File: src/rtl/seq_ff_pkg.sv
// Shared definitions for the universal flip-flop bank.
//   ff_mode_t : 2-bit runtime mode select (JK, SR, T, D); every encoding is legal.
package seq_ff_pkg;

    typedef enum logic [1:0] {
        MODE_JK = 2'd0,
        MODE_SR = 2'd1,
        MODE_T  = 2'd2,
        MODE_D  = 2'd3
    } ff_mode_t;

endpackage

File: src/rtl/seq_univ_ff_cell.sv
// One flip-flop channel: combinational next-state and illegal-SR detect.
// Ports:
//   mode    - shared mode select
//   a_i     - primary input (J, S, T or D)
//   b_i     - secondary input (K or R); unused in T and D modes
//   c       - current state of this bit
//   n       - next state of this bit
//   illegal - S=R=1 presented in SR mode
module seq_univ_ff_cell
    import seq_ff_pkg::*;
(
    input  ff_mode_t mode,
    input  logic     a_i,
    input  logic     b_i,
    input  logic     c,
    output logic     n,
    output logic     illegal
);

    always_comb begin
        n       = c;
        illegal = 1'b0;
        // b_i is only read inside the JK and SR arms so an X on it cannot
        // reach n in T or D mode.
        case (mode)
            MODE_JK: begin
                case ({a_i, b_i})
                    2'b01:   n = 1'b0;
                    2'b10:   n = 1'b1;
                    2'b11:   n = ~c;
                    default: n = c;
                endcase
            end
            MODE_SR: begin
                case ({a_i, b_i})
                    2'b01:   n = 1'b0;
                    2'b10:   n = 1'b1;
                    2'b11: begin
                        n       = c;
                        illegal = 1'b1;
                    end
                    default: n = c;
                endcase
            end
            MODE_T:  n = a_i ? ~c : c;
            MODE_D:  n = a_i;
            default: n = c;
        endcase
    end

endmodule

File: src/rtl/seq_univ_ff_bank.sv
// Bank of NBITS independent flip-flops sharing one runtime mode (JK/SR/T/D).
// Ports:
//   clk     - clock, rising edge
//   reset   - synchronous active-high reset; loads RESET_VAL, clears chg/err
//   mode    - 0=JK 1=SR 2=T 3=D, applies to all bits
//   en      - clock enable; 0 freezes q and err, forces chg to 0
//   a, b    - per-bit inputs (J/S/T/D and K/R)
//   err_clr - clears sticky error bits (honoured regardless of en)
//   q       - flip-flop state
//   chg     - bit i set iff q[i] changed on the previous edge
//   err     - sticky illegal-SR flag per bit
module seq_univ_ff_bank
    import seq_ff_pkg::*;
#(
    parameter int unsigned     NBITS     = 4,
    parameter logic [NBITS-1:0] RESET_VAL = '0
) (
    input  logic             clk,
    input  logic             reset,
    input  logic [1:0]       mode,
    input  logic             en,
    input  logic [NBITS-1:0] a,
    input  logic [NBITS-1:0] b,
    input  logic             err_clr,
    output logic [NBITS-1:0] q,
    output logic [NBITS-1:0] chg,
    output logic [NBITS-1:0] err
);

    logic [NBITS-1:0] q_q, q_d;
    logic [NBITS-1:0] chg_q, chg_d;
    logic [NBITS-1:0] err_q, err_d;
    logic [NBITS-1:0] n_vec;
    logic [NBITS-1:0] illegal_vec;

    for (genvar i = 0; i < NBITS; i++) begin : g_cell
        seq_univ_ff_cell u_cell (
            .mode    (ff_mode_t'(mode)),
            .a_i     (a[i]),
            .b_i     (b[i]),
            .c       (q_q[i]),
            .n       (n_vec[i]),
            .illegal (illegal_vec[i])
        );
    end

    always_comb begin
        q_d   = q_q;
        chg_d = '0;
        err_d = err_q;
        if (en) begin
            q_d   = n_vec;
            chg_d = n_vec ^ q_q;
        end
        if (err_clr) begin
            err_d = '0;
        end
        // A fresh illegal-SR event wins over a same-cycle clear.
        if (en) begin
            err_d = err_d | illegal_vec;
        end
    end

    always_ff @(posedge clk) begin
        if (reset) begin
            q_q   <= RESET_VAL;
            chg_q <= '0;
            err_q <= '0;
        end else begin
            q_q   <= q_d;
            chg_q <= chg_d;
            err_q <= err_d;
        end
    end

    assign q   = q_q;
    assign chg = chg_q;
    assign err = err_q;

endmodule

File: config.mk
export PLATFORM = sky130hd
export DESIGN_NAME = seq_univ_ff_bank
export DESIGN_NICKNAME = d
export VERILOG_FILES = /design/src/rtl/seq_ff_pkg.sv /design/src/rtl/seq_univ_ff_cell.sv /design/src/rtl/seq_univ_ff_bank.sv
export SDC_FILE = /design/constraint.sdc
export NUM_CORES = 1
export LEC_CHECK = 0
export ABC_CLOCK_PERIOD_IN_PS = 1600
export CORE_MARGIN = 2
export CORE_UTILIZATION = 50
export CTS_BUF_LIST = sky130_fd_sc_hd__clkbuf_16
export CTS_CLUSTER_DIAMETER = 80
export DETAILED_ROUTE_END_ITERATION = 6
export DONT_BUFFER_PORTS = 1
export GPL_ROUTABILITY_DRIVEN = 0
export HOLD_SLACK_MARGIN = 0.1
export PLACE_DENSITY = 0.78
export SKIP_LAST_GASP = 1
export SYNTH_ARGS = -nofsm -noshare
export SYNTH_HDL_FRONTEND = slang
export SYNTH_HIERARCHICAL = 1
export SYNTH_SLANG_ARGS = --single-unit
File: constraint.sdc
create_clock -name clk -period 1.6 [get_ports clk]
set_input_delay 0.4 -clock clk [delete_from_list [all_inputs] [get_ports clk]]
set_output_delay 0.4 -clock clk [all_outputs]
set_load 0.02 [all_outputs]
==> results.ini <==
[yosys]
avgSynthCellArea_sq_um = 9.09
syn_nets = 113
syn_inst = 91
synth_area_sq_um = 827
yosysSeqAreaShare_pct = 29.0
synth-seq-cells = 12
ys_types = 16
ys_warn_count = 6

[flow_run]
maxCapViolCount = 0

[sta]
worst_slew_pin_slew_ns = 0.255
fin_crit_sh_pct = 86.9
setup_viol = 0
max_freq_mhz = 720
hold_viol_final = 0
worst_slack_ns = 0.210
rsz0062_at_grt = false
finClkSkew_ns = 0.00225
slew_headroom_pct = 82.8
timing.final.crit_period_ns = 1.39
final_max_slew_viol_count = 0

[clock_network]
clk_pin_slew_ns = 0.04
ctsResizeCount = 0
cts_tree = built
cts_hold_buf = 0
htree_levels = 1
clk_latency_ns = 0.24
clkSinkCount = 12
cts_root_buffer = clkbuf_16
cts_setup_buffers = 0
cts_buffers = 3
clock_path_buffers = 2

[die]
start_util_pct = 54.3
pin_count = 26
die_height_um = 44.7
fp.dieW_um = 44.7
die_area_sq_um = 2000
rows = 14
core_area_sq_um = 1520

[finish]
diodes = 0
seq_area_sq_um = 240
final_cell_mix = mux2i_1 (12), dfxtp_1 (12)
nets = 120
multiInputGateArea_sq_um = 534
drive_gt1_share_pct = 12.4
design_area_sq_um = 933
final_cells = 113
nFillCells = 140
area_delta_synth_final_pct = 12.9

[placement]
placed_area_sq_um = 855
port_buffers = 0
place_ws_ns = -0.0472
dp_cells = 109
post-dp-hpwl_um = 1090

[critical_path]
cpMaxStageDelayCell = a311o_1
worst-setup-path-type = in2reg
path_max_fanout = 3
cp.arrival_ns = 1.52
critPathLaunchType = primary input
cp_cell_sequence = inv_1, ha_1, mux2i_1, a311o_1, a21oi_2, xnor2_1, nor2_1
critPathRequiredTime_ns = 1.73
setup.worst_path.end_class = flop
cpPeakStageDelay_ns = 0.36

[pwr]
irDropWorstVdd_uv = 654
p_per_area_nw_per_um2 = 1020
p_leak_nw = 0.429

[grt]
grtUsageTotal_pct = 16.9
grt_pass1_wl_um = 2530
gr-total-overflow = 0
grt_max_degree = 21
grt_pass1_vias = 619
antenna_found_initial = 0

[routing]
wl_per_cell_um = 12.9
drc = 0
wirelength_um = 1460
viasPerCell = 5.63
dr.pass1.iters = 4
drtAntennaViolNets = 0
via_count = 636
drtIter0Drc = 9

[outcome]
outcome = finished, final reports clean

[hold_path]
hold_class = in2reg

-- worst max-delay path: cells and delay by family --
kind	cells	cell delay, ns
AOI/OAI and AO/OA	2	0.50
xor gates and xnor gates	1	0.14
adders and majority gates	1	0.27
buffers and inverters	1	0.02
muxes	1	0.12
and+or+nand+nor	1	0.06
-- where the power goes --
part           switching [W]  internal [W]  total [W]
clock               0.000126      0.000329   0.000454
sequential         0.0000288      0.000319   0.000348
combinational      0.0000649     0.0000837   0.000149
total               0.000219      0.000731   0.000951
-- area by class of cell --
cell class,instances,area share (%)
sequential,12,25.7
timing repair buffer,4,3.22
clock buffer,3,8.04
multi-input combinational,69,57.2
tap,16,2.14
clock inverter,1,0.402
inverter,8,3.22
-- registers in the layout, indices dropped and copies added, names as in the netlist --
| name | flops |
|---|---|
| chg | 4 |
| err | 4 |
| q | 4 |
-- layer usage --
layer	vias to the layer above	GRT usage, %	wire (um)	share of wire (%)
met5	-	0	0	0
met4	0	1.82	0	0
met3	0	8.16	138	9.5
met2	21	26.4	688	47
met1	285	21.9	631	43
li1	330	-	-	-
-- Yosys cell counts (all sizes together) --
library cell	instances	share of area, %
mux2i	12	15
xnor2	4	4.2
nand2	8	3.6
ha	8	12
dfxtp	12	29
a21oi	8	6.7
nor4bb	4	4.8
a311o	4	4.8
nor3	4	2.4
nand2b	5	4.7
and3	4	3.0
buf	2	2.7
inv	8	3.6
nor2	8	3.6
-- stage by stage --
| step | hold WS, ns | utilization, % | total power, W | TNS, ns |
|---|---|---|---|---|
| 4_1_cts | 0.223 | 61.2 | 0.000960 | 0 |
| 2_1_floorplan | 0.539 | - | 0.000485 | 0 |
| 3_3_place_gp | 0.470 | 56.1 | 0.000499 | -0.0267 |
| 3_5_place_dp | 0.473 | 56.1 | 0.000503 | -0.141 |
| 5_1_grt | 0.219 | 61.2 | 0.000994 | 0 |
| 6_report | 0.225 | 61.2 | 0.000951 | 0 |
-- worst paths after layout --
check / start / to / slack [ns] / depth (start not counted)
worst max-delay path: b[3] / chg[3] / 0.21 / 7
worst min-delay path: reset / err[0] / 0.23 / 1
worst max register to register: q[3] / chg[3] / 0.26 / 5
worst min register to register: err[1] / err[1] / 0.57 / 2
-- cell families after synthesis --
family          count (synthesis)  share of synthesized area (%)
simple gates                   33                           22.2
mux                            12                           14.5
buf+inv                        10                           6.35
fa+ha+maj                       8                           12.1
flops                          12                           29.0
compound gates                 12                           11.5
xor+xnor                        4                           4.24
Power figures use the tool's default switching activity.
